**config.mk**
```make
export PLATFORM = sky130hd
export DESIGN_NAME = halftone_cell_scheduler
export DESIGN_NICKNAME = d
export VERILOG_FILES = /design/src/rtl/halftone_pkg.sv /design/src/rtl/dot_level_classifier.sv /design/src/rtl/halftone_cell_scheduler.sv
export SDC_FILE = /design/constraint.sdc
export NUM_CORES = 1
export LEC_CHECK = 0
export ABC_CLOCK_PERIOD_IN_PS = 2600
export BUFFER_PORTS_ARGS = -buffer_cell sky130_fd_sc_hd__clkbuf_2
export CORE_MARGIN = 2
export CORE_UTILIZATION = 55
export CTS_CLUSTER_SIZE = 30
export DETAILED_ROUTE_END_ITERATION = 10
export PLACE_DENSITY = 0.82
export SLEW_MARGIN = 20
export SYNTH_ARGS = -nofsm -noshare
export SYNTH_HDL_FRONTEND = slang
export SYNTH_SLANG_ARGS = --single-unit
```
**constraint.sdc**
```tcl
create_clock -name clk -period 2.6 [get_ports clk]
set_input_delay 0.26 -clock clk [delete_from_list [all_inputs] [get_ports clk]]
set_output_delay 0.26 -clock clk [all_outputs]
set_load 0.01 [all_outputs]
```
**src/rtl/halftone_pkg.sv**
```systemverilog
// Shared level codes, default thresholds and scheduler state encoding for the
// halftone cell scheduler.
package halftone_pkg;

  localparam logic [1:0] LVL_NONE  = 2'b00;
  localparam logic [1:0] LVL_SMALL = 2'b01;
  localparam logic [1:0] LVL_MED   = 2'b10;
  localparam logic [1:0] LVL_LARGE = 2'b11;

  localparam int DEF_THRESH0 = 200;
  localparam int DEF_THRESH1 = 700;
  localparam int DEF_THRESH2 = 1300;

  typedef enum logic [2:0] {
    ST_IDLE     = 3'd0,
    ST_FETCH    = 3'd1,
    ST_CLASSIFY = 3'd2,
    ST_WRITE    = 3'd3,
    ST_FINISH   = 3'd4
  } sched_state_t;

endpackage

```
**src/rtl/dot_level_classifier.sv**
```systemverilog
// Registered average-to-dot-level classifier (1-cycle latency, loads on en).
// Build option HT_BLANK_LEVEL_EN adds the blank (no dot) outcome below THRESH0.
module dot_level_classifier
  import halftone_pkg::*;
#(
  parameter int PIX_W   = 11,
  parameter int THRESH0 = DEF_THRESH0,
  parameter int THRESH1 = DEF_THRESH1,
  parameter int THRESH2 = DEF_THRESH2
) (
  input  logic             clk,
  input  logic             reset,
  input  logic             en,
  input  logic [PIX_W-1:0] avg,
  output logic [1:0]       level
);

`ifdef HT_BLANK_LEVEL_EN
  localparam bit BLANK_EN = 1'b1;
`else
  localparam bit BLANK_EN = 1'b0;
`endif

  localparam logic [PIX_W-1:0] T0 = PIX_W'(THRESH0);
  localparam logic [PIX_W-1:0] T1 = PIX_W'(THRESH1);
  localparam logic [PIX_W-1:0] T2 = PIX_W'(THRESH2);

  logic [1:0] level_next;

  // Strict greater-than ladder; the blank test is checked last.
  always_comb begin
    level_next = LVL_SMALL;
    if (avg > T2) begin
      level_next = LVL_LARGE;
    end else if (avg > T1) begin
      level_next = LVL_MED;
    end else if (BLANK_EN && (avg <= T0)) begin
      level_next = LVL_NONE;
    end else begin
      level_next = LVL_SMALL;
    end
  end

  // Level register, loaded only while the scheduler classifies.
  always_ff @(posedge clk) begin
    if (reset) begin
      level <= LVL_NONE;
    end else if (en) begin
      level <= level_next;
    end else begin
      level <= level;
    end
  end

endmodule

```
**src/rtl/halftone_cell_scheduler.sv**
```systemverilog
// Frame sequencer: fetches each square cell over req/ack, averages it, and
// writes one dot level per cell. Optional build macro: HT_BLANK_LEVEL_EN.
module halftone_cell_scheduler
  import halftone_pkg::*;
#(
  parameter int CELL_LOG2 = 3,
  parameter int CELLS_X   = 40,
  parameter int CELLS_Y   = 30,
  parameter int PIX_W     = 11,
  parameter int X_W       = 9,
  parameter int Y_W       = 8,
  parameter int ADDR_W    = 11,
  parameter int THRESH1   = DEF_THRESH1,
  parameter int THRESH2   = DEF_THRESH2,
  parameter int THRESH0   = DEF_THRESH0
) (
  input  logic              clk,
  input  logic              reset,
  input  logic              start,
  output logic              busy,
  output logic              done,
  output logic              pix_req,
  output logic [X_W-1:0]    pix_x,
  output logic [Y_W-1:0]    pix_y,
  input  logic              pix_ack,
  input  logic [PIX_W-1:0]  pix_data,
  output logic              dot_we,
  output logic [ADDR_W-1:0] dot_addr,
  output logic [1:0]        dot_level
);

  localparam int CX_W  = (CELLS_X > 1) ? $clog2(CELLS_X) : 1;
  localparam int CY_W  = (CELLS_Y > 1) ? $clog2(CELLS_Y) : 1;
  localparam int ACC_W = PIX_W + 2 * CELL_LOG2;

  localparam logic [CELL_LOG2-1:0] P_MAX  = '1;
  localparam logic [CX_W-1:0]      CX_MAX = CX_W'(CELLS_X - 1);
  localparam logic [CY_W-1:0]      CY_MAX = CY_W'(CELLS_Y - 1);

  sched_state_t         state;
  logic [CELL_LOG2-1:0] px, py, px_next, py_next;
  logic [CX_W-1:0]      cx, cx_next;
  logic [CY_W-1:0]      cy, cy_next;
  logic [ACC_W-1:0]     acc;
  logic [PIX_W-1:0]     avg;
  logic                 last_pix, last_cell;

  // Dividing by the cell area is a pure bit select of the accumulator.
  assign avg = acc[ACC_W-1 -: PIX_W];

  // Raster successors of the in-cell and cell counters.
  always_comb begin
    px_next   = px + CELL_LOG2'(1);
    py_next   = py;
    cx_next   = cx + CX_W'(1);
    cy_next   = cy;
    last_pix  = (px == P_MAX) && (py == P_MAX);
    last_cell = (cx == CX_MAX) && (cy == CY_MAX);
    if (px == P_MAX) begin
      px_next = '0;
      py_next = py + CELL_LOG2'(1);
    end else begin
      py_next = py;
    end
    if (cx == CX_MAX) begin
      cx_next = '0;
      cy_next = cy + CY_W'(1);
    end else begin
      cy_next = cy;
    end
  end

  // Scheduler FSM with registered handshake, status and write outputs.
  always_ff @(posedge clk) begin
    if (reset) begin
      state    <= ST_IDLE;
      busy     <= 1'b0;
      done     <= 1'b0;
      pix_req  <= 1'b0;
      pix_x    <= '0;
      pix_y    <= '0;
      dot_we   <= 1'b0;
      dot_addr <= '0;
      acc      <= '0;
      px       <= '0;
      py       <= '0;
      cx       <= '0;
      cy       <= '0;
    end else begin
      case (state)
        ST_IDLE: begin
          if (start) begin
            state   <= ST_FETCH;
            busy    <= 1'b1;
            pix_req <= 1'b1;
            pix_x   <= '0;
            pix_y   <= '0;
          end else begin
            state <= ST_IDLE;
          end
        end
        ST_FETCH: begin
          if (pix_ack) begin
            acc <= acc + ACC_W'(pix_data);
            px  <= px_next;
            py  <= py_next;
            if (last_pix) begin
              pix_req <= 1'b0;
              state   <= ST_CLASSIFY;
            end else begin
              pix_x <= X_W'({cx, px_next});
              pix_y <= Y_W'({cy, py_next});
            end
          end else begin
            state <= ST_FETCH;
          end
        end
        ST_CLASSIFY: begin
          dot_we <= 1'b1;
          state  <= ST_WRITE;
        end
        ST_WRITE: begin
          dot_we <= 1'b0;
          acc    <= '0;
          if (last_cell) begin
            cx       <= '0;
            cy       <= '0;
            dot_addr <= '0;
            busy     <= 1'b0;
            done     <= 1'b1;
            state    <= ST_FINISH;
          end else begin
            cx       <= cx_next;
            cy       <= cy_next;
            dot_addr <= dot_addr + ADDR_W'(1);
            pix_req  <= 1'b1;
            pix_x    <= X_W'({cx_next, {CELL_LOG2{1'b0}}});
            pix_y    <= Y_W'({cy_next, {CELL_LOG2{1'b0}}});
            state    <= ST_FETCH;
          end
        end
        ST_FINISH: begin
          done  <= 1'b0;
          state <= ST_IDLE;
        end
        default: begin
          state <= ST_IDLE;
        end
      endcase
    end
  end

  dot_level_classifier #(
    .PIX_W   (PIX_W),
    .THRESH0 (THRESH0),
    .THRESH1 (THRESH1),
    .THRESH2 (THRESH2)
  ) u_classifier (
    .clk   (clk),
    .reset (reset),
    .en    (state == ST_CLASSIFY),
    .avg   (avg),
    .level (dot_level)
  );

endmodule

```
==> impl_metrics.json <==
{
  "outcome": "complete, no violations",
  "grt_setup_unrepaired": "no",
  "drive_gt1_frac": 0.160,
  "critPathMaxStageDelay_ns": 0.37,
  "cts.clk_slew.worst_paths_ns": 0.08,
  "cts_setup_buffers": 0,
  "syn_avg_cell_area_um2": 8.40,
  "r2r-start": "acc[0]",
  "ys.flop_type": "dfxtp_1",
  "worstHoldEndpoint": "busy",
  "grt_pass1_vias": 3249,
  "setup_viol": 0,
  "drc_errors": 0,
  "gr-total-overflow": 0,
  "cpMaxStageDelayCell": "fa_1",
  "placed_cells": 563,
  "die_h_um": 86.4,
  "clkLatencyLatePin_ns": 0.34,
  "fin_area_mm2": 0.00423,
  "hold_path_class": "in2reg",
  "wire_per_inst_um": 14.8,
  "muxShareOfSynthArea": 0.0325,
  "clkSinkCount": 71,
  "max_slew.worst_pin.slew_ns": 0.661,
  "gp_congestion": 0.876,
  "critPathMostFrequentCell": "a21oi_1",
  "antenna_found_initial": 0,
  "power_leakage_nw": 1.73,
  "report.power.total_mw": 2.12,
  "core-area_mm2": 0.00668,
  "pre_cts_slack_ns": 0.429,
  "critPathCaptureType": "flop",
  "reg2reg_depth": 8,
  "max_cap_viol_count": 0,
  "ctsResizeCount": 0,
  "min_period_ns": 2.22,
  "grt_max_degree": 21,
  "portBuffers": 48,
  "r2r_end": "acc[14]",
  "synth_nets": 479,
  "tns_ns": 0,
  "place_area_mm2": 0.00406,
  "dieWidth_um": 86.4,
  "cp_num_buf_inv": 1,
  "cp-start-kind": "flop",
  "synthAdderAreaFrac": 0.0691,
  "reg2reg_slack_ns": 0.38,
  "cts_hold_buf": 0,
  "initial_core_util": 0.558,
  "cts.path.max_buffers": 2,
  "track_usage": 0.239,
  "dieArea_mm2": 0.00746,
  "fmaxAchievable_ghz": 0.451,
  "ant_nets": 0,
  "synth-edff-count": 0,
  "syn_area_mm2": 0.00373,
  "root_buffer": "clkbuf_8",
  "setup_slack_ns": 0.382,
  "h-tree-depth": 3,
  "synthDistinctLibCells": 58,
  "numCtsBuffers": 9,
  "synth_cells": 444,
  "instances_no_fill": 579,
  "wirelength_um": 8580,
  "yosysWarnings": 0,
  "synth_top_family_by_area": "simple AND/OR/NAND/NOR gates",
  "drtIter0Drc": 194,
  "ys_seq_area_frac": 0.381,
  "grt_pass1_wl_um": 14400,
  "dp_hpwl_um": 6140,
  "skew_ns": 0.0106,
  "worstHoldStart": "start",
  "slew_viol_final": 0,
  "drt_first_pass_iters": 5,
  "ys_ff_latch": 71,
  "post-route-period-util": 0.853,
  "layout.nets": 529,
  "rows": 30,
  "pwr_density_cell_mw_per_mm2": 500,
  "num_vias": 3450,
  "async_flop_share": 0,
  "ir_worst_vdd_mv": 0.271,
  "area_delta_synth_final_pct": 13.4,
  "crit_arrival_ns": 2.48,
  "io_pins": 49,
  "cts_tree": "done",
  "crit_type": "reg2reg",
  "crit_chain": "ha_1 > inv_1 > fa_1 > nand2b_1 > a21oi_1 > o211ai_1 > a21oi_1 > mux2i_1",
  "relSlewSlack": 0.558,
  "cp_max_fo": 4,
  "hold_violations": 0,
  "crit_required_ns": 2.86,
  "yosys.area_share.simple": 0.231,
  "synth-xor-area-share": 0.0446,
  "synth-compound-area-share": 0.206,
  "avgViaCountPerCell": 5.96,
  "critPathTopFamily": "compound AO/OA/AOI/OAI gates",
  "holdPathStages": 3,
  "antenna_cells": 0
}
[power breakdown]
| part | internal (mW) | switching, mW | leakage, nW |
|---|---|---|---|
| clock | 0.346 | 0.441 | 0.0776 |
| sequential | 1.10 | 0.0159 | 0.574 |
| combinational | 0.0826 | 0.127 | 1.08 |
[cell usage in the layout (no fill, tap or decap), drive strengths merged, types with 3 or more instances in the layout]
cell,instances
or4,6
nand4,7
o211ai,3
buf,11
o21ai,19
dfxtp,71
a21o,5
xor2,12
nand2,47
clkbuf,57
and3,8
a32oi,3
ha,19
a32o,4
a22oi,7
nand2b,4
nor2b,5
mux2i,11
nor3,10
clkinvlp,4
or3,12
nor2,54
xnor2,7
a21oi,46
nand3,9
a22o,4
inv,11
a211oi,4
[worst min-delay path, delay by kind of cell]
kind,cells,cell delay [ns]
compound gates,1,0.10
buf+inv,1,0.12
simple gates,1,0.08
[cells by family (layout without fill, tap and decap cells)]
logic type      Yosys count  after routing
simple gates            177            177
xor+xnor                 19             19
fa+ha+maj                20             20
compound gates          115            115
mux                      12             12
flops                    71             71
buf+inv                  30             85
[cell usage after synthesis (5+ instances only)]
master | n | share of area
nor2b_1 | 5 | 0.0084
nand4_1 | 7 | 0.012
mux2i_1 | 11 | 0.030
and3_1 | 8 | 0.013
nor3_1 | 10 | 0.013
or3_1 | 12 | 0.020
a22oi_1 | 7 | 0.014
nor2_1 | 54 | 0.054
ha_1 | 19 | 0.064
or4_1 | 6 | 0.012
o21ai_0 | 19 | 0.025
dfxtp_1 | 71 | 0.38
nand2_1 | 47 | 0.047
a21oi_1 | 45 | 0.060
xor2_1 | 12 | 0.028
nand3_1 | 9 | 0.012
a21o_1 | 5 | 0.010
clkbuf_1 | 15 | 0.015
xnor2_1 | 7 | 0.016
inv_1 | 10 | 0.010
[routing by layer]
layer  vias up  share of wire  global-route usage
met2       122           0.48               0.387
met3        12          0.052              0.0600
met1      1599           0.45               0.309
met5         -              0                   0
li1       1717              -                   -
met4         0          0.013              0.0852
[flip-flops by register name, indices dropped and copies added (netlist names)]
register / count
pix_y: 8
state: 3
cx: 6
px: 3
dot_we: 1
u_classifier.level: 2
pix_x: 9
py: 3
dot_addr: 11
pix_req: 1
done: 1
busy: 1
cy: 5
acc: 17
[through the flow]
| stage | hold WS (ns) | util |
|---|---|---|
| finish | 0.250 | 0.634 |
| global route | 0.281 | 0.634 |
| CTS | 0.234 | 0.634 |
| detailed placement | 0.446 | 0.608 |
| global placement | 0.441 | 0.608 |
| floorplan | 0.436 | - |
[worst max-delay path by stage]
stage	startpoint	end	slack, ns	depth (start not counted)
floorplan	acc[0]	acc[16]	0.64	8
detailed placement	pix_data[0]	acc[16]	0.43	9
CTS	acc[0]	acc[16]	0.42	8
global route	acc[0]	acc[16]	0.20	8
finish	acc[0]	acc[14]	0.38	8
global placement	pix_data[0]	acc[16]	0.49	9
[final cells by class]
cell class / count / area, um2
fillers: 606 / 2450
multi-input cells: 343 / 2180
clock buffers: 9 / 124
inverters: 10 / 37.5
clock inverters: 7 / 48.8
flip-flops and latches: 71 / 1420
repair buffers: 59 / 323
well taps: 80 / 100
(Power assumes the default switching activity.)
